[config.mk]
export PLATFORM = sky130hd
export DESIGN_NAME = ps2_key_decoder
export DESIGN_NICKNAME = d
export VERILOG_FILES = /design/src/rtl/ps2_key_pkg.sv /design/src/rtl/ps2_frame_rx.sv /design/src/rtl/ps2_key_decoder.sv
export SDC_FILE = /design/constraint.sdc
export NUM_CORES = 1
export LEC_CHECK = 0
export CAP_MARGIN = 20
export CORE_UTILIZATION = 60
export CTS_CLUSTER_SIZE = 20
export DETAILED_ROUTE_END_ITERATION = 8
export GPL_ROUTABILITY_DRIVEN = 0
export HOLD_SLACK_MARGIN = 0.06
export PLACE_DENSITY_LB_ADDON = 0.25
export SLEW_MARGIN = 40
export SYNTH_ARGS = -nofsm -noshare
export SYNTH_HDL_FRONTEND = slang
export SYNTH_SLANG_ARGS = --single-unit
[constraint.sdc]
create_clock -name clock -period 3.9 [get_ports clock]
set_input_delay 0.585 -clock clock [delete_from_list [all_inputs] [get_ports clock]]
set_output_delay 0.585 -clock clock [all_outputs]
set_load 0.1 [all_outputs]
[src/rtl/ps2_key_pkg.sv]
// Shared scan-code constants, direction encodings and frame-receiver state type
// for the PS/2 arrow/WASD key decoder.
package ps2_key_pkg;

  localparam logic [7:0] SC_EXT       = 8'hE0;
  localparam logic [7:0] SC_BREAK     = 8'hF0;

  localparam logic [7:0] SC_UP_EXT    = 8'h75;
  localparam logic [7:0] SC_DOWN_EXT  = 8'h72;
  localparam logic [7:0] SC_LEFT_EXT  = 8'h6B;
  localparam logic [7:0] SC_RIGHT_EXT = 8'h74;
  localparam logic [7:0] SC_UP_W      = 8'h1D;
  localparam logic [7:0] SC_DOWN_S    = 8'h1B;
  localparam logic [7:0] SC_LEFT_A    = 8'h1C;
  localparam logic [7:0] SC_RIGHT_D   = 8'h23;

  localparam logic [3:0] DIR_NONE  = 4'b0000;
  localparam logic [3:0] DIR_UP    = 4'b0001;
  localparam logic [3:0] DIR_DOWN  = 4'b0010;
  localparam logic [3:0] DIR_LEFT  = 4'b0100;
  localparam logic [3:0] DIR_RIGHT = 4'b1000;

  typedef enum logic [1:0] {IDLE, DATA, PARITY, STOP} rx_state_t;

  // Extended codes are the arrow keys, plain codes the WASD cluster.
  function automatic logic [3:0] map_code(input logic ext, input logic [7:0] code);
    logic [3:0] dir;
    dir = DIR_NONE;
    if (ext) begin
      case (code)
        SC_UP_EXT:    dir = DIR_UP;
        SC_DOWN_EXT:  dir = DIR_DOWN;
        SC_LEFT_EXT:  dir = DIR_LEFT;
        SC_RIGHT_EXT: dir = DIR_RIGHT;
        default:      dir = DIR_NONE;
      endcase
    end else begin
      case (code)
        SC_UP_W:      dir = DIR_UP;
        SC_DOWN_S:    dir = DIR_DOWN;
        SC_LEFT_A:    dir = DIR_LEFT;
        SC_RIGHT_D:   dir = DIR_RIGHT;
        default:      dir = DIR_NONE;
      endcase
    end
    return dir;
  endfunction

endpackage

[src/rtl/ps2_frame_rx.sv]
// PS/2 frame receiver: synchronises and deglitches the bus, then assembles
// 11-bit frames into bytes with start/parity/stop/timeout checking.
module ps2_frame_rx
  import ps2_key_pkg::*;
#(
  parameter int FILTER_LEN     = 4,
  parameter int TIMEOUT_CYCLES = 50000
) (
  input  logic       clock,
  input  logic       reset,
  input  logic       kb_clock,
  input  logic       kb_data,
  output logic [7:0] rx_byte,
  output logic       byte_valid,
  output logic       rx_error
);

  localparam int FCW = $clog2(FILTER_LEN) + 1;
  localparam int TCW = $clog2(TIMEOUT_CYCLES + 1);

  logic [1:0]     clk_sync;
  logic [1:0]     data_sync;
  logic           filt_clk;
  logic           filt_prev;
  logic [FCW-1:0] filt_cnt;
  logic           fall;
  logic           bit_in;

  rx_state_t      state;
  logic [2:0]     bit_cnt;
  logic [7:0]     shift_reg;
  logic           parity_ok;
  logic [TCW-1:0] timeout_cnt;

  always_ff @(posedge clock or posedge reset) begin
    if (reset) begin
      clk_sync  <= 2'b11;
      data_sync <= 2'b11;
    end else begin
      clk_sync  <= {clk_sync[0], kb_clock};
      data_sync <= {data_sync[0], kb_data};
    end
  end

  // The filtered clock only follows the bus after FILTER_LEN identical samples.
  always_ff @(posedge clock or posedge reset) begin
    if (reset) begin
      filt_clk  <= 1'b1;
      filt_prev <= 1'b1;
      filt_cnt  <= '0;
    end else begin
      filt_prev <= filt_clk;
      if (clk_sync[1] == filt_clk) begin
        filt_cnt <= '0;
      end else if (filt_cnt == FCW'(FILTER_LEN - 1)) begin
        filt_clk <= clk_sync[1];
        filt_cnt <= '0;
      end else begin
        filt_cnt <= filt_cnt + FCW'(1);
      end
    end
  end

  assign fall   = filt_prev & ~filt_clk;
  assign bit_in = data_sync[1];

  always_ff @(posedge clock or posedge reset) begin
    if (reset) begin
      state       <= IDLE;
      bit_cnt     <= '0;
      shift_reg   <= '0;
      parity_ok   <= 1'b0;
      timeout_cnt <= '0;
      rx_byte     <= '0;
      byte_valid  <= 1'b0;
      rx_error    <= 1'b0;
    end else begin
      byte_valid <= 1'b0;
      rx_error   <= 1'b0;
      if (fall || state == IDLE) begin
        timeout_cnt <= '0;
      end else begin
        timeout_cnt <= timeout_cnt + TCW'(1);
      end

      if (fall) begin
        case (state)
          IDLE: begin
            if (!bit_in) begin
              state   <= DATA;
              bit_cnt <= '0;
            end else begin
              rx_error <= 1'b1;
            end
          end
          DATA: begin
            shift_reg <= {bit_in, shift_reg[7:1]};
            bit_cnt   <= bit_cnt + 3'd1;
            if (bit_cnt == 3'd7) begin
              state <= PARITY;
            end
          end
          PARITY: begin
            parity_ok <= ^{shift_reg, bit_in};
            state     <= STOP;
          end
          STOP: begin
            if (bit_in && parity_ok) begin
              rx_byte    <= shift_reg;
              byte_valid <= 1'b1;
            end else begin
              rx_error <= 1'b1;
            end
            state <= IDLE;
          end
          default: state <= IDLE;
        endcase
      end else if (state != IDLE && timeout_cnt == TCW'(TIMEOUT_CYCLES - 1)) begin
        state    <= IDLE;
        bit_cnt  <= '0;
        rx_error <= 1'b1;
      end
    end
  end

endmodule

[src/rtl/ps2_key_decoder.sv]
// Decodes PS/2 set-2 scan codes for arrow and WASD keys into direction
// press/release events, tracking held keys and buffering events in a FIFO.
module ps2_key_decoder
  import ps2_key_pkg::*;
#(
  parameter int FIFO_DEPTH      = 4,
  parameter int FILTER_LEN      = 4,
  parameter int TIMEOUT_CYCLES  = 50000,
  parameter int SUPPRESS_REPEAT = 1
) (
  input  logic       clock,
  input  logic       reset,
  input  logic       kb_clock,
  input  logic       kb_data,
  output logic       key_valid,
  input  logic       key_ready,
  output logic [3:0] key_dir,
  output logic       key_break,
  output logic [3:0] held,
  output logic       frame_error,
  output logic       overflow
);

  localparam int PW = $clog2(FIFO_DEPTH);
  localparam int CW = PW + 1;

  logic [7:0]    rx_byte;
  logic          byte_valid;
  logic          rx_error;

  logic          ext_flag;
  logic          brk_flag;
  logic [3:0]    byte_dir;
  logic [3:0]    held_next;
  logic          push_req;
  logic [4:0]    push_data;

  logic [4:0]    mem [FIFO_DEPTH];
  logic [PW-1:0] wr_ptr;
  logic [PW-1:0] rd_ptr;
  logic [PW-1:0] rd_next;
  logic [CW-1:0] count;
  logic [CW-1:0] remain;
  logic [CW-1:0] count_next;
  logic          pop;
  logic          full;
  logic          do_push;
  logic [4:0]    head_next;

  ps2_frame_rx #(
    .FILTER_LEN     (FILTER_LEN),
    .TIMEOUT_CYCLES (TIMEOUT_CYCLES)
  ) u_rx (
    .clock      (clock),
    .reset      (reset),
    .kb_clock   (kb_clock),
    .kb_data    (kb_data),
    .rx_byte    (rx_byte),
    .byte_valid (byte_valid),
    .rx_error   (rx_error)
  );

  assign frame_error = rx_error;

  // The held bitmap moves on every mapped make/break, whether or not the FIFO takes the event.
  always_comb begin
    byte_dir  = map_code(ext_flag, rx_byte);
    held_next = held;
    push_req  = 1'b0;
    push_data = '0;
    if (byte_valid && rx_byte != SC_EXT && rx_byte != SC_BREAK && byte_dir != DIR_NONE) begin
      if (brk_flag) begin
        held_next = held & ~byte_dir;
        push_req  = 1'b1;
        push_data = {1'b1, byte_dir};
      end else if (SUPPRESS_REPEAT == 0 || (held & byte_dir) == 4'b0000) begin
        held_next = held | byte_dir;
        push_req  = 1'b1;
        push_data = {1'b0, byte_dir};
      end
    end
  end

  always_ff @(posedge clock or posedge reset) begin
    if (reset) begin
      ext_flag <= 1'b0;
      brk_flag <= 1'b0;
      held     <= 4'b0000;
    end else begin
      held <= held_next;
      if (rx_error) begin
        ext_flag <= 1'b0;
        brk_flag <= 1'b0;
      end else if (byte_valid) begin
        if (rx_byte == SC_EXT) begin
          ext_flag <= 1'b1;
        end else if (rx_byte == SC_BREAK) begin
          brk_flag <= 1'b1;
        end else begin
          ext_flag <= 1'b0;
          brk_flag <= 1'b0;
        end
      end
    end
  end

  assign pop        = key_valid & key_ready;
  assign full       = (count == CW'(FIFO_DEPTH));
  assign do_push    = push_req & (~full | pop);
  assign rd_next    = rd_ptr + PW'(pop);
  assign remain     = count - CW'(pop);
  assign count_next = remain + CW'(do_push);
  // When the FIFO drains to nothing this cycle, a concurrent push becomes the new head directly.
  assign head_next  = (remain == '0) ? push_data : mem[rd_next];

  always_ff @(posedge clock) begin
    if (do_push) begin
      mem[wr_ptr] <= push_data;
    end
  end

  always_ff @(posedge clock or posedge reset) begin
    if (reset) begin
      wr_ptr    <= '0;
      rd_ptr    <= '0;
      count     <= '0;
      key_valid <= 1'b0;
      key_dir   <= 4'b0000;
      key_break <= 1'b0;
      overflow  <= 1'b0;
    end else begin
      overflow <= push_req & full & ~pop;
      if (do_push) begin
        wr_ptr <= wr_ptr + PW'(1);
      end
      rd_ptr    <= rd_next;
      count     <= count_next;
      key_valid <= (count_next != '0);
      if (count_next != '0) begin
        {key_break, key_dir} <= head_next;
      end
    end
  end

endmodule

==> flow_summary.ini, run 1 <==
[clock_tree]
clk-insertion-delay-late_ps = 360
root_buffer = clkbuf_8
cts_hold_buffers = 0
cts.path.max_buffers = 2
post_cts_resize_count = 0
tritoncts = done
number_of_h_tree_levels = 3
cts.repair_timing.setup_buffer_count = 0
cts.sinks = 89
clkSlewWorstSetupHoldPaths_ps = 90
cts_made_buffers = 9

[logic_synthesis]
mappedNetlistNets = 367
synth_xor_xnor_area_share = 0.0533
synth_cells = 345
ys_dominant_reg_cell = dfrtp_1
yosys_top_cell_by_area = dfrtp_1
syn-cell-area_um2 = 4110
edff_count_synth = 20
synth_compound_gate_area_share = 0.0709
postSynthRegisterBits = 89
synth-async-reset-ratio = 0.775
synth_top_family_by_area = simple AND/OR/NAND/NOR gates
yosys.area_share.adder = 0.0517
yosys-mux-area-fraction = 0.0657
portion_of_synthesized_cell_area_occupied_by_the_leading_cell_type = 0.383
register_area_share_after_synthesis = 0.568
netlist-cell-type-count = 54
synthTopCellsByArea = dfrtp_1 38%, edfxtp_1 15%, ha_1 5.2%
synth_area_per_cell_um2 = 11.9
yosys.area_share.simple = 0.168
number_of_warnings_printed_during_yosys_synthesis = 0

[routing]
number_of_remaining_drc_errors = 2
routed_wirelength_um = 7240
drt.antenna.violating_nets = 0
drt_pre_antenna_iters = 9
routed-via-count = 2646
drt_iter0_drcs = 145
drt-vias-per-instance = 5.87
wl_per_cell_um = 16.1

[global_routing]
grt-ovfl-total = 0
number_of_global_route_vias_before_repair = 2625
global_route.usage.total = 0.227
grt_start_max_net_pins = 39
global_route_wire_length_before_repair_um = 12400
number_of_antenna_violations_at_the_first_check_in_global_routing = 0

[pwr]
ir_drop_mv = 0.352
static-leakage-power_nw = 1.99
p_per_area_nw_per_um2 = 533

[final_layout]
diodes = 0
largest_register_ffs = 20
most-common-layout-cells = 63 x dfrtp_1, 42 x nand2_1, 21 x nor2_1
num-fill-cells = 466
top_regs = mem: 20 flops, u_rx.timeout_cnt: 16 flops
layout-area-overhead-vs-synth_pct = 9.80
finalNetCount = 391
layout_commonest_cell = dfrtp_1
post-route-cell-area_um2 = 4510
top_register = mem
drive_above_1_share = 0.171

[status]
outcome = finished with violations
failed_checks = DRC

[placed_design]
placement.cell_area_um2 = 4310
hpwl_after_detailed_placement_um = 5230
port_buffers = 16
post_place_worst_slack_ps = 513

[critical_path]
slowest_cp_cell = or3_1
regToRegEndpoint = key_break
timing.critical_path.to = key_break
timing.critical_path.fanout_max = 12
worst_path_dominant_cell_family = simple AND/OR/NAND/NOR gates
cp_data_required_time_ps = 4150
critical_path.reg2reg.startpoint = u_rx.rx_byte[4]
cp_slowest_stage_delay_ps = 540
worst_setup_path_startpoint = u_rx.rx_byte[4]
crit_type = reg -> reg
r2r_cells = 11
crit_path_frequent_cell = ha_1
endpoint_kind = register
timing.critical_path.cells = nor4b_1 -> nand2_1 -> a21o_1 -> o32ai_2 -> nor4_4 -> ha_1 -> ha_1 -> or3_1 -> nand3_1 -> o21ai_0 -> a31o_2
worstSetupPathDepth = 11
cp_data_arrival_time_ps = 3720
cp-start-kind = register
cp.buffers_inverters = 0
r2r_slack_ps = 440

[min_path]
holdCritPathClass = reg -> reg

[die]
core_area_um2 = 6490
floorplan.die_area_um2 = 7190
floorplan.die.width_um = 84.8
fp.dieH_um = 84.8
io-pin-count = 17
initial_standard_cell_utilization_of_the_core = 0.633
placement_rows = 29

[timing]
period_share = 0.888
setup_ws_ps = 438
finalHoldViolations = 0
setup-violations-final = 0
period_minus_slack_ps = 3460
totalNegativeSetupSlack_ps = 0
fmaxAchievable_mhz = 289
fin_worst_skew_ps = 9.70
tightestPinTransition_ps = 645
slew_limit_fails = 0
setup_repair_after_global_routing_missed_its_margin = no
max-slew-margin-rel = 0.567

[job]
max-cap-violations = 0
==> how the worst min path moves through the flow <==
stage,start,end,slack (ps),depth (start not counted)
floorplan,u_rx.clk_sync[0],u_rx.clk_sync[1],350,0
global placement,u_rx.data_sync[0],u_rx.data_sync[1],350,0
detailed placement,u_rx.clk_sync[0],u_rx.clk_sync[1],350,0
CTS,u_rx.clk_sync[0],u_rx.clk_sync[1],360,0
global route,u_rx.data_sync[0],u_rx.data_sync[1],370,0
finish,u_rx.clk_sync[0],u_rx.clk_sync[1],360,0
==> final cells by class <==
class | instances | area (µm²) | share of cell area
flip-flops and latches | 89 | 2330 | 0.517
multi-input cells | 232 | 1690 | 0.373
clock buffers | 10 | 138 | 0.0305
clock inverters | 6 | 66.3 | 0.0147
inverters | 17 | 63.8 | 0.0141
well taps | 77 | 96.3 | 0.0213
repair buffers | 20 | 130 | 0.0288
==> report_power, final <==
part | switching, mW | leakage (nW) | internal [mW] | total [mW]
Clock | 0.320 | 0.103 | 0.315 | 0.634
Combinational | 0.406 | 0.736 | 0.226 | 0.632
Sequential | 0.0767 | 1.15 | 1.06 | 1.14
Total | 0.802 | 1.99 | 1.60 | 2.40
==> metal layers <==
metal  wire, µm  vias up  GRT usage
li1           -     1274          -
met1       3370     1295      0.306
met2       3530       67      0.356
met3        261       10     0.0541
met4         87        0     0.0971
met5          0        -          0
==> synthesized netlist by cell type, types with 5 or more instances <==
| library cell | count |
|---|---|
| a21oi_1 | 7 |
| and2_1 | 7 |
| clkbuf_1 | 6 |
| dfrtp_1 | 63 |
| dfstp_2 | 6 |
| edfxtp_1 | 20 |
| ha_1 | 17 |
| inv_1 | 16 |
| mux2_2 | 10 |
| mux4_2 | 5 |
| nand2_1 | 42 |
| nand2b_1 | 5 |
| nand3_1 | 13 |
| nand4_1 | 5 |
| nor2_1 | 21 |
| nor3_1 | 10 |
| o21ai_0 | 9 |
| or3_1 | 5 |
| xnor2_1 | 15 |
| xor2_1 | 10 |
==> stage by stage <==
stage	hold slack (ps)	util	std cells	total power, mW
after global placement	346	0.673	435	1.76
after global routing	366	0.695	451	2.54
final	356	0.695	451	2.40
after CTS	357	0.695	451	2.43
after floorplan	345	-	345	1.65
after detailed placement	348	0.664	435	1.79
==> kinds of logic (layout without fill, tap and decap cells) <==
logic type,count (synthesis),in the layout
AND/OR/NAND/NOR,132,132
flip-flops,89,89
AO/OA/AOI/OAI,39,39
XOR/XNOR,25,25
buffers and inverters,24,53
multiplexers,19,19
adder cells (fa/ha/maj),17,17
==> worst register-to-register path: cells and delay by family (launching register included) <==
kind | cells | cell delay [ps]
and+or+nand+nor | 5 | 1300
AOI/OAI and AO/OA | 4 | 1080
adders and majority gates | 2 | 510
DFF | 1 | 480
No activity file was read; power rests on OpenSTA's default activity.
==> run 2, diff against run 1 <==
Settings changed: SETUP_SLACK_MARGIN set to 0.02.
==> results of run 2 <==
Final layout, timing and power as in run 1 (identical DEF).
==> run 3, diff against run 2 <==
Settings changed: ABC_AREA set to 1.
==> flow_summary.ini, run 3 <==
[timing]
period_minus_slack_ps = 2660
setup_repair_after_global_routing_missed_its_margin = no
totalNegativeSetupSlack_ps = 0
tightestPinTransition_ps = 752
fmaxAchievable_mhz = 376
finalHoldViolations = 0
max-slew-margin-rel = 0.497
period_share = 0.681
fin_worst_skew_ps = 10.2
slew_limit_fails = 0
setup-violations-final = 0

[placed_design]
hpwl_after_detailed_placement_um = 5560
port_buffers = 16

[clock_tree]
clkSlewWorstSetupHoldPaths_ps = 90
root_buffer = clkbuf_8
clk-insertion-delay-late_ps = 360
post_cts_resize_count = 0
cts_hold_buffers = 0
cts.sinks = 89
tritoncts = done
number_of_h_tree_levels = 3
cts_made_buffers = 9
cts.repair_timing.setup_buffer_count = 0
cts.path.max_buffers = 2

[global_routing]
global_route_wire_length_before_repair_um = 13100
number_of_global_route_vias_before_repair = 2834
grt_start_max_net_pins = 55
global_route.usage.total = 0.233
grt-ovfl-total = 0
number_of_antenna_violations_at_the_first_check_in_global_routing = 0

[final_layout]
top_register = mem
most-common-layout-cells = 128 x nand2_1, 63 x dfrtp_1, 60 x inv_1
drive_above_1_share = 0.145
top_regs = mem: 20 flops, u_rx.timeout_cnt: 16 flops
layout_commonest_cell = nand2_1
largest_register_ffs = 20
finalNetCount = 508
layout-area-overhead-vs-synth_pct = 9.62
postLayoutCoreUtil = 0.685
diodes = 0

[logic_synthesis]
yosys_top_cell_by_area = dfrtp_1
syn-cell-area_um2 = 4270
yosys-top-cells-count = 128 x nand2_1, 63 x dfrtp_1, 61 x inv_1
portion_of_synthesized_cell_area_occupied_by_the_leading_cell_type = 0.370
synth-async-reset-ratio = 0.775
postSynthRegisterBits = 89
edff_count_synth = 20
yosys.cell_count.top_type = nand2_1
register_area_share_after_synthesis = 0.547
number_of_warnings_printed_during_yosys_synthesis = 0
ys_dominant_reg_cell = dfrtp_1
mappedNetlistNets = 482
netlist-cell-type-count = 37
synth_cells = 460
synthTopCellsByArea = dfrtp_1 37%, edfxtp_1 14%, nand2_1 11%
synth_area_per_cell_um2 = 9.28

[pwr]
ir_drop_mv = 0.359
p_per_area_nw_per_um2 = 535
static-leakage-power_nw = 2.25

[job]
max-cap-violations = 0

[routing]
drt.antenna.violating_nets = 0
routed_wirelength_um = 7590
wl_per_cell_um = 12.9
drt_pre_antenna_iters = 4
routed-via-count = 3046
drt-vias-per-instance = 5.19
drt_iter0_drcs = 198
number_of_remaining_drc_errors = 0

[die]
placement_rows = 30
core_area_um2 = 6830
floorplan.die.width_um = 86.3
io-pin-count = 17
initial_standard_cell_utilization_of_the_core = 0.625
fp.dieH_um = 86.3
floorplan.die_area_um2 = 7450

[critical_path]
crit_type = reg -> reg
cp-start-kind = register
cp_data_arrival_time_ps = 2920
critical_path.reg2reg.startpoint = u_rx.rx_byte[6]
cp_data_required_time_ps = 4160
timing.critical_path.fanout_max = 7
r2r_cells = 17
worst_setup_path_startpoint = u_rx.rx_byte[6]
endpoint_kind = register

[min_path]
holdCritPathClass = reg -> reg
min_from = u_rx.data_sync[0]
worstHoldPathCells = 0

[status]
outcome = finished, final reports clean
==> run 3: critical path: stages, from the launching register on <==
cell and delay [ps]:
dfrtp_1 430, inv_1 90, nand2_1 60, nor2_2 160, nand3_1 90, nand2_1 120, nor2_1 80, a21oi_4 230
nand3_4 140, inv_2 100, ha_1 150, ha_1 260, nor3_4 280, inv_1 150, nand2_1 80, inv_1 40
nand2_1 50, nand2_1 40
==> run 3: final timing paths <==
kind,end,slack (ps)
max reg2reg,key_dir[3],1240
min in group asynchronous,u_rx.rx_byte[3],670
min,u_rx.data_sync[1],360
max in group asynchronous,u_rx.clk_sync[0],2560
min reg2reg,u_rx.data_sync[1],360
max,key_dir[3],1240
==> run 3: where the power goes <==
| part | internal, mW | total (mW) | switching, mW |
|---|---|---|---|
| clock network | 0.296 | 0.610 | 0.314 |
| registers | 1.06 | 1.13 | 0.0710 |
| logic | 0.239 | 0.763 | 0.524 |
| total | 1.59 | 2.50 | 0.910 |
==> run 3: final cells by class <==
type	count	area (µm²)
Fill cell	547	2150
Clock inverter	5	56.3
Inverter	66	250
Clock buffer	11	131
Multi-Input combinational cell	302	1670
Sequential cell	89	2330
Timing Repair Buffer	18	115
Tap cell	96	120
==> run 3: kinds of logic after synthesis <==
family,after synthesis,share of synthesized area
fa+ha+maj,17,0.0499
xor+xnor,13,0.0267
simple gates,213,0.220
flops,89,0.547
mux,11,0.0287
buf+inv,69,0.0616
compound gates,48,0.0663
==> run 3: stage by stage <==
stage / power, mW / hold slack, ps / setup WS (ps) / cells / instance area [µm²]
after floorplan: 1.76 / 345 / 1330 / 460 / 4270
after global placement: 1.90 / 346 / 1080 / 571 / 4550
after detailed placement: 1.91 / 347 / 1010 / 571 / 4490
after CTS: 2.52 / 359 / 1220 / 587 / 4680
after global routing: 2.66 / 360 / 979 / 587 / 4680
final: 2.50 / 358 / 1240 / 587 / 4680
==> run 3: per-layer routing <==
| metal | vias to the layer above | GRT usage | wire length [µm] |
|---|---|---|---|
| met1 | 1470 | 0.309 | 3580 |
| met3 | 8 | 0.0552 | 231 |
| met5 | - | 0 | 0 |
| met2 | 44 | 0.377 | 3700 |
| li1 | 1524 | - | - |
| met4 | 0 | 0.0833 | 82 |
